--- src/rtl/qq_cmd_issuer_if.sv ---
// Bundle of user-side handshake and chain-head command signals for qq_cmd_issuer.
// slave is the issuer's view; master is the view of whoever drives it (user plus chain head).
interface qq_cmd_issuer_if #(
  parameter int DATA_W = 16,
  parameter int DEPTH  = 16
);
  localparam int CNT_W = $clog2(DEPTH + 1);

  logic              push_valid_i;
  logic [DATA_W-1:0] push_data_i;
  logic              push_ready_o;
  logic              pop_valid_i;
  logic              pop_ready_o;
  logic [DATA_W-1:0] pop_data_o;
  logic              pop_data_valid_o;
  logic              flush_i;
  logic              write_o;
  logic              read_o;
  logic              reset_o;
  logic [DATA_W-1:0] wr_data_o;
  logic [DATA_W-1:0] rd_data_i;
  logic [CNT_W-1:0]  count_o;
  logic              full_o;
  logic              empty_o;
  logic              busy_o;

  modport slave (
    input  push_valid_i, push_data_i, pop_valid_i, flush_i, rd_data_i,
    output push_ready_o, pop_ready_o, pop_data_o, pop_data_valid_o,
           write_o, read_o, reset_o, wr_data_o, count_o, full_o, empty_o, busy_o
  );

  modport master (
    output push_valid_i, push_data_i, pop_valid_i, flush_i, rd_data_i,
    input  push_ready_o, pop_ready_o, pop_data_o, pop_data_valid_o,
           write_o, read_o, reset_o, wr_data_o, count_o, full_o, empty_o, busy_o
  );
endinterface

--- src/rtl/qq_cmd_issuer.sv ---
// QuickQ front-end: turns user push/pop handshakes into paced write/read/reset
// commands for the head node, tracks occupancy and returns popped data.
module qq_cmd_issuer #(
  parameter int DATA_W  = 16,
  parameter int DEPTH   = 16,
  parameter int CMD_GAP = 2,
  parameter int RD_LAT  = 2
) (
  input  logic           clk,
  input  logic           rst,
  qq_cmd_issuer_if.slave bus
);
  localparam int CNT_W = $clog2(DEPTH + 1);
  localparam int GAP_W = (CMD_GAP > 2) ? $clog2(CMD_GAP - 1) : 1;
  localparam logic [GAP_W-1:0] GAP_LAST = GAP_W'((CMD_GAP > 1) ? CMD_GAP - 2 : 0);

  typedef enum logic [1:0] {SWEEP, IDLE, GAP} state_t;

  state_t            state, state_next;
  logic [CNT_W-1:0]  count;
  logic [CNT_W-1:0]  sweep_cnt;
  logic [GAP_W-1:0]  gap_cnt;
  logic [RD_LAT-1:0] rd_tag;
  logic              full, empty;
  logic              ready_ok, push_ready, pop_ready;
  logic              push_fire, pop_fire, sweep_issue;

  assign full  = (count == CNT_W'(DEPTH));
  assign empty = (count == '0);

  assign ready_ok   = (state == IDLE) && !bus.flush_i;
  assign push_ready = ready_ok && (!full || bus.pop_valid_i);
  assign pop_ready  = ready_ok && !empty;
  assign push_fire  = bus.push_valid_i && push_ready;
  assign pop_fire   = bus.pop_valid_i && pop_ready;

  assign bus.push_ready_o = push_ready;
  assign bus.pop_ready_o  = pop_ready;
  assign bus.count_o      = count;
  assign bus.full_o       = full;
  assign bus.empty_o      = empty;
  assign bus.busy_o       = !rst && (state != IDLE);

  always_ff @(posedge clk) begin
    if (rst) state <= SWEEP;
    else     state <= state_next;
  end

  // The sweep holds one extra cycle after its last decision so readies only
  // rise once the final reset command has left the issuer.
  always_comb begin
    state_next  = state;
    sweep_issue = 1'b0;
    case (state)
      SWEEP: begin
        sweep_issue = (sweep_cnt != CNT_W'(DEPTH)) && !bus.flush_i;
        if (sweep_cnt == CNT_W'(DEPTH)) state_next = IDLE;
      end
      IDLE: begin
        if ((push_fire || pop_fire) && (CMD_GAP > 1)) state_next = GAP;
      end
      GAP: begin
        if (gap_cnt == GAP_LAST) state_next = IDLE;
      end
      default: state_next = SWEEP;
    endcase
    if (bus.flush_i) state_next = SWEEP;
  end

  always_ff @(posedge clk) begin
    if (rst) begin
      count                <= '0;
      sweep_cnt            <= '0;
      gap_cnt              <= '0;
      rd_tag               <= '0;
      bus.write_o          <= 1'b0;
      bus.read_o           <= 1'b0;
      bus.reset_o          <= 1'b0;
      bus.wr_data_o        <= '0;
      bus.pop_data_o       <= '0;
      bus.pop_data_valid_o <= 1'b0;
    end else begin
      bus.write_o   <= push_fire;
      bus.read_o    <= pop_fire;
      bus.reset_o   <= sweep_issue;
      bus.wr_data_o <= push_fire ? bus.push_data_i : '0;

      if (bus.flush_i)  sweep_cnt <= '0;
      else if (sweep_issue) sweep_cnt <= sweep_cnt + CNT_W'(1);

      gap_cnt <= (state == GAP) ? gap_cnt + GAP_W'(1) : '0;

      if (bus.flush_i) count <= '0;
      else begin
        case ({push_fire, pop_fire})
          2'b10:   count <= count + CNT_W'(1);
          2'b01:   count <= count - CNT_W'(1);
          default: count <= count;
        endcase
      end

      // Tag shift register marks the cycle each read's data reaches the head;
      // a flush drops every tag so stale reads never report.
      rd_tag[0] <= bus.read_o && !bus.flush_i;
      for (int i = 1; i < RD_LAT; i++) rd_tag[i] <= rd_tag[i-1] && !bus.flush_i;

      bus.pop_data_valid_o <= rd_tag[RD_LAT-1] && !bus.flush_i;
      if (rd_tag[RD_LAT-1] && !bus.flush_i) bus.pop_data_o <= bus.rd_data_i;
    end
  end

  assert property (@(posedge clk) disable iff (rst) count <= CNT_W'(DEPTH));
endmodule

--- src/flat_wrapper.sv ---
// flat-port wrapper written by rule: the top's interface ports become plain ports
module qq_cmd_issuer_flat 
#(
  parameter int DATA_W  = 16,
  parameter int DEPTH   = 16,
  parameter int CMD_GAP = 2,
  parameter int RD_LAT  = 2
)
  (clk, rst, bus_push_valid_i, bus_push_data_i, bus_pop_valid_i, bus_flush_i, bus_rd_data_i, bus_push_ready_o, bus_pop_ready_o, bus_pop_data_o, bus_pop_data_valid_o, bus_write_o, bus_read_o, bus_reset_o, bus_wr_data_o, bus_count_o, bus_full_o, bus_empty_o, bus_busy_o);
  qq_cmd_issuer_if #(.DATA_W(DATA_W), .DEPTH(DEPTH)) bus_i ();
  input  logic clk;
  input  logic rst;
  input wire logic [$bits(bus_i.push_valid_i)-1:0] bus_push_valid_i;
  input wire logic [$bits(bus_i.push_data_i)-1:0] bus_push_data_i;
  input wire logic [$bits(bus_i.pop_valid_i)-1:0] bus_pop_valid_i;
  input wire logic [$bits(bus_i.flush_i)-1:0] bus_flush_i;
  input wire logic [$bits(bus_i.rd_data_i)-1:0] bus_rd_data_i;
  output wire logic [$bits(bus_i.push_ready_o)-1:0] bus_push_ready_o;
  output wire logic [$bits(bus_i.pop_ready_o)-1:0] bus_pop_ready_o;
  output wire logic [$bits(bus_i.pop_data_o)-1:0] bus_pop_data_o;
  output wire logic [$bits(bus_i.pop_data_valid_o)-1:0] bus_pop_data_valid_o;
  output wire logic [$bits(bus_i.write_o)-1:0] bus_write_o;
  output wire logic [$bits(bus_i.read_o)-1:0] bus_read_o;
  output wire logic [$bits(bus_i.reset_o)-1:0] bus_reset_o;
  output wire logic [$bits(bus_i.wr_data_o)-1:0] bus_wr_data_o;
  output wire logic [$bits(bus_i.count_o)-1:0] bus_count_o;
  output wire logic [$bits(bus_i.full_o)-1:0] bus_full_o;
  output wire logic [$bits(bus_i.empty_o)-1:0] bus_empty_o;
  output wire logic [$bits(bus_i.busy_o)-1:0] bus_busy_o;
  assign bus_i.push_valid_i = bus_push_valid_i;
  assign bus_i.push_data_i = bus_push_data_i;
  assign bus_i.pop_valid_i = bus_pop_valid_i;
  assign bus_i.flush_i = bus_flush_i;
  assign bus_i.rd_data_i = bus_rd_data_i;
  assign bus_push_ready_o = bus_i.push_ready_o;
  assign bus_pop_ready_o = bus_i.pop_ready_o;
  assign bus_pop_data_o = bus_i.pop_data_o;
  assign bus_pop_data_valid_o = bus_i.pop_data_valid_o;
  assign bus_write_o = bus_i.write_o;
  assign bus_read_o = bus_i.read_o;
  assign bus_reset_o = bus_i.reset_o;
  assign bus_wr_data_o = bus_i.wr_data_o;
  assign bus_count_o = bus_i.count_o;
  assign bus_full_o = bus_i.full_o;
  assign bus_empty_o = bus_i.empty_o;
  assign bus_busy_o = bus_i.busy_o;
  qq_cmd_issuer #(.DATA_W(DATA_W), .DEPTH(DEPTH), .CMD_GAP(CMD_GAP), .RD_LAT(RD_LAT)) u_core (.clk(clk), .rst(rst), .bus(bus_i));
endmodule
--- config.mk ---
export PLATFORM = sky130hd
export DESIGN_NAME = qq_cmd_issuer_flat
export DESIGN_NICKNAME = d
export VERILOG_FILES = /design/src/rtl/qq_cmd_issuer_if.sv /design/src/rtl/qq_cmd_issuer.sv /design/src/flat_wrapper.sv
export SDC_FILE = /design/constraint.sdc
export NUM_CORES = 1
export LEC_CHECK = 0
export CAP_MARGIN = 20
export CORE_ASPECT_RATIO = 1.2
export CORE_MARGIN = 1.5
export CORE_UTILIZATION = 41
export DETAILED_ROUTE_END_ITERATION = 12
export GPL_ROUTABILITY_DRIVEN = 0
export GPL_TIMING_DRIVEN = 0
export PLACE_DENSITY = 0.79
export SKIP_LAST_GASP = 1
export SYNTH_ARGS = -nofsm -noshare
export SYNTH_HDL_FRONTEND = slang
export SYNTH_SLANG_ARGS = --single-unit
--- constraint.sdc ---
create_clock -name clk -period 2.9 [get_ports clk]
set_input_delay 0.58 -clock clk [delete_from_list [all_inputs] [get_ports clk]]
set_output_delay 0.58 -clock clk [all_outputs]
set_load 0.01 [all_outputs]
======== Word-level counts from Yosys, hierarchy flattened ========
Cells that the tools add are included.
word-level totals
  register bits ........................... 51
  bits of input ports ..................... 37
  output and inout bits ................... 46
  logic and storage cells ................. 57
cells by class
  add/subtract/negate cells ............... 4
  equal/unequal tests ..................... 11
  mux-type cells .......................... 6
  bitwise gates (word level) .............. 2
  reduce and logical (&&, ||, !) cells .... 23
operators with widths
  operator                                                               number
  5-bit by 1-bit adder with 5-bit output, second input constant          2
  5-bit equality test, second input constant                             2
  1-bit logical AND                                                      10
  5-bit case mux with 2 select lines                                     1
  2-bit 2-to-1 mux                                                       3
  2-bit case mux with 3 select lines                                     1
  2-bit OR reduction                                                     3
  5-bit logical NOT                                                      1
  5-bit != test, second input constant                                   1
  5-bit by 1-bit subtractor with 5-bit output, second input constant     1
  2-bit by 1-bit equality test with 1-bit output, second input constant  2
  2-bit equality test, second input constant                             2
  1-bit logical NOT                                                      4
  2-bit by 1-bit != test with 1-bit output, second input constant        2
  2-bit != test, second input constant                                   2
  3-bit AND reduction                                                    1
  2-bit logical NOT                                                      1
  1-bit logical OR                                                       2
  1-bit NOT                                                              2
  2-bit nonzero test                                                     1
  1-bit adder, second input constant                                     1
  1-bit 2-to-1 mux                                                       1

======== Logic depth before layout (Yosys ltp) ========
Gate-level depths: netlist of the first run.
  depth in word-level cells ............... 8
  mapped depth ............................ 10

======== Least setup slack after synthesis of the first run ========
OpenSTA, ideal clock, no wires.
  kind .................................... reg2reg
  from .................................... reg u_core.count[0], in the netlist u_core.bus.count_o[0]
  to ...................................... reg u_core.count[3], in the netlist u_core.bus.count_o[3]
  arrival time ............................ 2,519 ps
  data required time ...................... 2,778 ps
  setup slack ............................. 259 ps
  stages on the path, launching flop included .. 11
  cell sequence ........................... dfxtp_1 > or4_4 > o21a_1 > nand2_1 > inv_1 > ha_1 > ha_1 > a21o_1 > a21oi_1 > nor4_1 > a311o_1
between the ends
  elaborated cells between the ends (all ways) .. 15
RTL lines
  element                                                                                       RTL line             source
  start, declared                                                                               qq_cmd_issuer.sv:20  logic [CNT_W-1:0] count;
  start signal, assigned                                                                        qq_cmd_issuer.sv:96  2'b10: count <= count + CNT_W'(1);
  start signal, assigned                                                                        qq_cmd_issuer.sv:97  2'b01: count <= count - CNT_W'(1);
  start signal, assigned                                                                        qq_cmd_issuer.sv:98  default: count <= count;
  5-bit logical NOT (*)                                                                         qq_cmd_issuer.sv:29  assign empty = (count == '0);
  1-bit logical NOT (*)                                                                         qq_cmd_issuer.sv:33  assign pop_ready = ready_ok && !empty;
  1-bit logical AND (*)                                                                         qq_cmd_issuer.sv:33
  net bus_pop_ready_o                                                                           flat_wrapper.sv:19   output wire logic [$bits(bus_i.pop_ready_o)-1:0] bus_pop_ready_o;
  1-bit logical AND (*)                                                                         qq_cmd_issuer.sv:35  assign pop_fire = bus.pop_valid_i && pop_ready;
  net u_core.pop_fire                                                                           qq_cmd_issuer.sv:26  logic push_fire, pop_fire, sweep_issue;
  2-bit by 1-bit equality test with 1-bit output / 2-bit equality test (equally long branches)  qq_cmd_issuer.sv:95  case ({push_fire, pop_fire})
  5-bit case mux with 2 select lines / 2-bit nonzero test (equally long branches)               --
The timed path passes the listed nets; every way through them passes the cells marked *.
A chain may end at the register's enable or synchronous reset.

======== Worst setup path after layout of the first run ========
  from .................................... reg u_core.count[0], in the netlist u_core.bus.count_o[0]
  to ...................................... reg u_core.count[3], in the netlist u_core.bus.count_o[3]
between the ends
  word-level cells in the longest chain between the ends .. 7
  elaborated cells between the ends (all ways) .. 15
RTL lines
  element                                                                                       RTL line             source
  5-bit equality test                                                                           qq_cmd_issuer.sv:28  assign full = (count == CNT_W'(DEPTH));
  1-bit logical NOT                                                                             qq_cmd_issuer.sv:32  assign push_ready = ready_ok && (!full || bus.pop_valid_i);
  1-bit logical OR                                                                              qq_cmd_issuer.sv:32
  1-bit logical AND                                                                             qq_cmd_issuer.sv:32
  1-bit logical AND                                                                             qq_cmd_issuer.sv:34  assign push_fire = bus.push_valid_i && push_ready;
  2-bit by 1-bit equality test with 1-bit output / 2-bit equality test (equally long branches)  qq_cmd_issuer.sv:95
  5-bit case mux with 2 select lines / 2-bit nonzero test (equally long branches)               --
Several ways; a longest one is shown, not always the timed one.

==> results of run 1 <==
timing repair:
item,CTS,global route
pin swaps,0,0
resized for setup,3,3
endpoints found under the setup margin,3,2
sequential cells by signal, indices dropped and copies added, names as in the netlist, 2 cells and up:
signal and flops:
u_core.bus.count_o 5, u_core.bus.pop_data_o 16, u_core.bus.wr_data_o 16, u_core.rd_tag 2, u_core.state 2, u_core.sweep_cnt 5
power by group:
group	internal [W]	total, W	leakage (nW)	switching [W]
clock network	0.000252	0.000477	0.0502	0.000225
logic	0.0000494	0.0000701	0.627	0.0000207
registers	0.000702	0.000703	0.411	0.00000142
kinds of logic after synthesis:
logic type,share of synthesized area
compound gates,0.0967
mux,0.0105
xor+xnor,0.0274
buf+inv,0.0411
flops,0.533
fa+ha+maj,0.0562
simple gates,0.235
worst max-delay path, stage by stage, from the launching register on:
cell     delay [ps]
dfxtp_1         390
or4_4           590
o31a_1          300
nand2_1         110
ha_2            260
ha_1            250
a21o_1          180
a21oi_1         180
nor4_1           70
a311o_1         310
per-stage QoR:
stage / util / setup WS (ps) / TNS, ps / hold WS, ps
3_5_place_dp: 0.621 / -339 / -918 / 421
2_1_floorplan: - / 259 / 0 / 406
5_1_grt: 0.648 / 2.02 / 0 / 454
4_1_cts: 0.646 / 73.5 / 0 / 436
3_3_place_gp: 0.621 / -278 / -741 / 414
6_report: 0.648 / 141 / 0 / 434
cell type report:
type                    count  area (sq um)  area share
flip-flops and latches     51          1020       0.348
multi-input cells         134           830       0.283
repair buffers             82           823       0.281
well taps                  58          72.6      0.0247
clock buffers               5          68.8      0.0235
plain buffers              10          58.8      0.0200
clock inverters             2          37.5      0.0128
inverters                   6          22.5     0.00768
cell usage in the layout (no fill, tap or decap), drive strengths merged, types with 4 or more instances in the layout:
cell           count
nand3              4
nand2             36
clkdlybuf4s50     81
a21oi             21
nor2              14
ha                 7
dfxtp             51
inv                6
clkbuf            13
and2              19
routing by layer:
layer | track usage | up-vias
li1 | - | 834
met5 | 0 | -
met3 | 0.0449 | 5
met2 | 0.312 | 49
met1 | 0.213 | 757
met4 | 0.0771 | 0
final timing paths:
path,from,depth (start not counted),to
max,u_core.bus.count_o[0],9,u_core.bus.count_o[3]
max reg2reg,u_core.bus.count_o[0],9,u_core.bus.count_o[3]
min,u_core.rd_tag[0],1,u_core.rd_tag[1]
min reg2reg,u_core.rd_tag[0],1,u_core.rd_tag[1]
==> load_flow_metrics.sql, run 1 <==
INSERT INTO impl_metrics (metric_group, metric, value, unit) VALUES
('timing', 'hold_viol', '0', ''),
('critical_path', 'critical_path.max_fanout', '6', ''),
('route', 'routed_wl', '4380', 'um'),
('global_route', 'grt_remaining_overflow', '0', ''),
('die', 'initial_standard_cell_utilization_of_the_core', '0.423', ''),
('timing', 'period_minus_slack', '2760', 'ps'),
('clocking', 'clock_tree.buffer_depth', '2', ''),
('die', 'num_io_pins', '83', ''),
('yosys', 'synth.top_cells.by_count', 'dfxtp_1, nand2_1, a21oi_1', ''),
('clocking', 'cts_htree_levels', '2', ''),
('die', 'die-area', '0.00509', 'sq mm'),
('critical_path', 'crit_type', 'reg -> reg', ''),
('yosys', 'ys_ff_latch', '51', ''),
('timing', 'drv_slew', '0', ''),
('yosys', 'syn_avg_cell_area', '9.53', 'sq um'),
('clocking', 'worst_setup_hold_path_clk_slew', '90', 'ps'),
('min_path', 'holdCritPathClass', 'reg -> reg', ''),
('yosys', 'synth.net_count', '246', ''),
('critical_path', 'cp.arrival', '2950', 'ps'),
('route', 'wl_met2', '2210', 'um'),
('placement', 'placedCellCount', '341', ''),
('critical_path', 'r2r_slack', '140', 'ps'),
('route', 'drt_first_pass_iters', '4', ''),
('cells_and_area', 'finalNonFillerCells', '348', ''),
('die', 'chipHeight', '77.9', 'um'),
('global_route', 'grtUsageTotal', '0.182', ''),
('global_route', 'grt_pass1_vias', '1517', ''),
('die', 'die_width', '65.4', 'um'),
('clocking', 'postCtsHoldBufs', '0', ''),
('cells_and_area', 'area.growth.synth_to_final', '53.2', '%'),
('yosys', 'ys_seq_area_frac', '0.533', ''),
('yosys', 'synth.lib_cells_used.distinct', '36', ''),
('yosys', 'syn_area', '0.00192', 'sq mm'),
('placement', 'placedInstanceArea', '0.00281', 'sq mm'),
('power_and_ir_drop', 'power.ir.vdd_worst', '0.000246', 'V'),
('critical_path', 'worstPathRequired', '3090', 'ps'),
('yosys', 'synthesis_warnings', '0', ''),
('clocking', 'worstSkewPairLatency', '300', 'ps'),
('yosys', 'yosys.cell_count.top_type', 'dfxtp_1', ''),
('global_route', 'number_of_antenna_violations_at_the_first_check_in_global_routing', '0', ''),
('yosys', 'post_synth_main_area_contributors', 'dfxtp_1, nand2_1, a21oi_1, ha_1, and2_4', ''),
('cells_and_area', 'post_layout_nets', '335', ''),
('clocking', 'numCtsBuffers', '5', ''),
('route', 'vias', '1645', ''),
('timing', 'layout_worst_path_cycle_share', '0.951', ''),
('route', 'detailroute.wirelength.met3', '214', 'um'),
('clocking', 'numClockSinks', '51', ''),
('timing', 'worst-slew-pin-transition', '608', 'ps'),
('timing', 'report.final.setup_viol', '0', ''),
('cells_and_area', 'finish.instance_area', '0.00293', 'sq mm'),
('yosys', 'yosys.area.top_type', 'dfxtp_1', ''),
('route', 'drt.antenna.violating_nets', '0', ''),
('clocking', 'postCtsSetupRepairBufs', '0', ''),
('timing', 'finalClockSkew', '5.32', 'ps'),
('route', 'highest_layer', 'met4', ''),
('global_route', 'wire_length_of_the_first_global_routing_pass', '7150', 'um'),
('critical_path', 'cp_launch_type', 'flip-flop', ''),
('power_and_ir_drop', 'overall_power', '0.00125', 'W'),
('die', 'floorplan.core_area', '0.00453', 'sq mm'),
('cells_and_area', 'n_fill_cell', '392', ''),
('yosys', 'ys_dominant_reg_cell', 'dfxtp_1', ''),
('flow_run', 'drv.max_cap_violation_count', '0', ''),
('die', 'core.rowCount', '27', ''),
('critical_path', 'worst_setup_path_end_kind', 'flip-flop', ''),
('outcome', 'run_status', 'complete, no violations', ''),
('yosys', 'asyncSetResetFlopFracSynth', '0', ''),
('clocking', 'cts_root_buf', 'clkbuf_8', ''),
('clocking', 'cts_tree', 'done', ''),
('cells_and_area', 'num_antenna_cells', '0', ''),
('global_route', 'pin_count_of_the_biggest_net_entering_global_routing', '16', ''),
('route', 'detail_route.wl_per_cell', '12.6', 'um');
(Power assumes the default switching activity.)
==> run 2, diff against run 1 <==
--- a/config.mk
+++ b/config.mk
@@ -10,8 +10,6 @@
 export CORE_MARGIN = 1.5
 export CORE_UTILIZATION = 41
 export DETAILED_ROUTE_END_ITERATION = 12
-export GPL_ROUTABILITY_DRIVEN = 0
-export GPL_TIMING_DRIVEN = 0
 export PLACE_DENSITY = 0.79
 export SKIP_LAST_GASP = 1
 export SYNTH_ARGS = -nofsm -noshare
==> load_flow_metrics.sql, run 2 (synthesis results as in run 1) <==
INSERT INTO impl_metrics (metric_group, metric, value, unit) VALUES
('outcome', 'run_status', 'complete, no violations', ''),
('cells_and_area', 'final_common_cell', 'clkdlybuf4s50_1', ''),
('critical_path', 'worst_setup_path_end_kind', 'output port', ''),
('timing', 'report.final.setup_viol', '0', ''),
('global_route', 'number_of_antenna_violations_at_the_first_check_in_global_routing', '0', ''),
('timing', 'drv_slew', '0', ''),
('power_and_ir_drop', 'clock_network_fraction_of_design_power', '0.355', ''),
('cells_and_area', 'finalNonFillerCells', '349', ''),
('global_route', 'grt_remaining_overflow', '0', ''),
('critical_path', 'worstReg2RegStart', 'u_core.bus.count_o[0]', ''),
('clocking', 'cts_tree', 'done', ''),
('die', 'initial_standard_cell_utilization_of_the_core', '0.423', ''),
('cells_and_area', 'largest_registers_ranked_by_flip_flop_count', 'u_core.bus.pop_data_o x16, u_core.bus.wr_data_o x16', ''),
('placement', 'placedInstanceArea', '0.00283', 'sq mm'),
('critical_path', 'cp_launch_type', 'input port', ''),
('critical_path', 'r2r_slack', '290', 'ps'),
('min_path', 'min_to', 'u_core.rd_tag[1]', ''),
('route', 'detail_route.wl_per_cell', '12.6', 'um'),
('placement', 'numPortBuffers', '82', ''),
('cells_and_area', 'seqCellArea', '0.00102', 'sq mm'),
('critical_path', 'critical_path.max_fanout', '2', ''),
('clocking', 'cts_root_buf', 'clkbuf_8', ''),
('timing', 'hold_viol', '0', ''),
('power_and_ir_drop', 'power.leakage', '1.10', 'nW'),
('timing', 'period_minus_slack', '2710', 'ps'),
('placement', 'hpwl', '3270', 'um'),
('route', 'vias', '1641', ''),
('die', 'chipHeight', '77.9', 'um'),
('critical_path', 'r2r_cells', '9', ''),
('min_path', 'worstHoldStart', 'u_core.rd_tag[0]', ''),
('power_and_ir_drop', 'swShare', '0.211', ''),
('power_and_ir_drop', 'p_per_area', '410', 'mW/mm^2'),
('critical_path', 'worst_path_max_delay_cell', 'clkdlybuf4s50_1', ''),
('route', 'avgViaCountPerCell', '4.70', ''),
('critical_path', 'critical_path.cell_chain', 'clkdlybuf4s50_1 -> nor3b_1 -> o31a_1 -> buf_4 -> clkdlybuf4s50_1', ''),
('power_and_ir_drop', 'internal_power', '0.000947', 'W'),
('critical_path', 'critical_path.n_buffers_inverters', '3', ''),
('critical_path', 'crit_type', 'in -> out', ''),
('cells_and_area', 'finish.instance_area', '0.00293', 'sq mm'),
('cells_and_area', 'n_fill_cell', '397', ''),
('critical_path', 'critPathMostFrequentCell', 'clkdlybuf4s50_1', ''),
('route', 'routed_wl', '4400', 'um'),
('timing', 'layout_worst_path_cycle_share', '0.933', ''),
('clocking', 'clock_tree.buffer_depth', '2', ''),
('min_path', 'holdCritPathClass', 'reg -> reg', ''),
('timing', 'worst-slew-pin-transition', '623', 'ps'),
('clocking', 'worst_setup_hold_path_clk_slew', '90', 'ps'),
('route', 'drcViolationCount', '0', ''),
('die', 'die-area', '0.00509', 'sq mm'),
('route', 'drt_first_pass_iters', '4', ''),
('clocking', 'numCtsBuffers', '5', ''),
('clocking', 'cts_repair_resize_count', '0', ''),
('cells_and_area', 'post_route_cells_drive_above_1_share', '0.0997', ''),
('power_and_ir_drop', 'share_seq_of_total_power', '0.586', ''),
('clocking', 'postCtsSetupRepairBufs', '0', ''),
('cells_and_area', 'finalCoreUtilization', '0.646', ''),
('timing', 'fmaxAchievable', '0.370', 'GHz'),
('clocking', 'postCtsHoldBufs', '0', ''),
('timing', 'slew_headroom', '0.581', ''),
('timing', 'hold-worst-slack', '431', 'ps'),
('critical_path', 'worstPathRequired', '2320', 'ps'),
('cells_and_area', 'post_layout_nets', '335', ''),
('power_and_ir_drop', 'comb_power_share', '0.059', ''),
('critical_path', 'timing.rr.end', 'u_core.bus.count_o[3]', ''),
('power_and_ir_drop', 'power.ir.vdd_worst', '0.000223', 'V'),
('global_route', 'wire_length_of_the_first_global_routing_pass', '7170', 'um'),
('critical_path', 'timing.critical_path.max_delay_family', 'buffers and inverters', ''),
('die', 'core.rowCount', '27', ''),
('cells_and_area', 'area.growth.synth_to_final', '52.8', '%'),
('min_path', 'hold-path-cell-count', '1', ''),
('route', 'drt.antenna.violating_nets', '0', ''),
('flow_run', 'drv.max_cap_violation_count', '0', ''),
('power_and_ir_drop', 'switching_power', '0.000253', 'W'),
('cells_and_area', 'num_antenna_cells', '0', ''),
('global_route', 'grt_pass1_vias', '1557', ''),
('critical_path', 'timing.critical_path.slowest_cell_delay', '540', 'ps'),
('cells_and_area', 'layout_common_cells', 'clkdlybuf4s50_1, dfxtp_1, nand2_1', ''),
('timing', 'rsz0062_at_grt', 'false', ''),
('timing', 'setup_tns', '0', 'ps'),
('global_route', 'pin_count_of_the_biggest_net_entering_global_routing', '22', ''),
('die', 'die_width', '65.4', 'um'),
('route', 'dr.first_iter.drc_count', '83', ''),
('clocking', 'cts_htree_levels', '2', ''),
('clocking', 'worstSkewPairLatency', '300', 'ps'),
('clocking', 'numClockSinks', '51', ''),
('die', 'num_io_pins', '83', ''),
('global_route', 'grtUsageTotal', '0.181', ''),
('cells_and_area', 'multi_input_area', '816', 'sq um'),
('placement', 'placedCellCount', '341', ''),
('timing', 'finalClockSkew', '4.52', 'ps'),
('die', 'floorplan.core_area', '0.00453', 'sq mm'),
('placement', 'gp_routability_congestion', '0.800', ''),
('critical_path', 'cp.arrival', '2130', 'ps');
## run 2: metrics by stage
step	setup WS [ps]	power (W)
after CTS	194	0.00121
after global routing	43.2	0.00125
after global placement	37.7	0.000790
after detailed placement	-39.1	0.000790
after floorplan	259	0.000732
final	194	0.00120
## run 2: worst max-delay path by stage
stage,startpoint,end,slack (ps),cells after the start
floorplan,u_core.bus.count_o[0],u_core.bus.count_o[3],260,10
global placement,bus_flush_i,u_core.bus.count_o[3],40,10
detailed placement,bus_flush_i,u_core.bus.count_o[3],-40,11
CTS,bus_flush_i,bus_push_ready_o,190,5
global route,bus_flush_i,u_core.bus.count_o[3],40,11
finish,bus_flush_i,bus_push_ready_o,190,5
## run 2: cell type report
cell class / instances / share of cell area
sequential: 51 / 0.349
timing repair buffer: 92 / 0.306
multi-input combinational: 134 / 0.279
clock buffer: 6 / 0.0282
tap: 58 / 0.0248
inverter: 6 / 0.00770
clock inverter: 2 / 0.00556
## run 2: worst reg2reg max path, delay by kind of cell (launching register included)
family	cells	cell delay (ps)
adder cells (fa/ha/maj)	2	530
AO/OA/AOI/OAI	4	930
AND/OR/NAND/NOR	3	730
flip-flops	1	320
## run 2: power by group through the flow
stage	logic, W	registers, W	clock network, W
final	0.0000706	0.000703	0.000426
after global routing	0.0000759	0.000704	0.000468
after CTS	0.0000712	0.000703	0.000439
after detailed placement	0.0000701	0.000719	0
after global placement	0.0000702	0.000719	0
after floorplan	0.0000124	0.000720	0
## run 2: layer usage
layer / global-route usage / share of wire
met5: 0 / 0
met4: 0.0771 / 0.018
met3: 0.0391 / 0.051
met2: 0.316 / 0.51
met1: 0.209 / 0.42
==> run 3, diff against run 2 <==
--- a/config.mk
+++ b/config.mk
@@ -10,6 +10,7 @@
 export CORE_MARGIN = 1.5
 export CORE_UTILIZATION = 41
 export DETAILED_ROUTE_END_ITERATION = 12
+export HOLD_SLACK_MARGIN = 0.02
 export PLACE_DENSITY = 0.79
 export SKIP_LAST_GASP = 1
 export SYNTH_ARGS = -nofsm -noshare
==> results of run 3 <==
No change in the layout: final DEF, timing and power equal those of run 2.
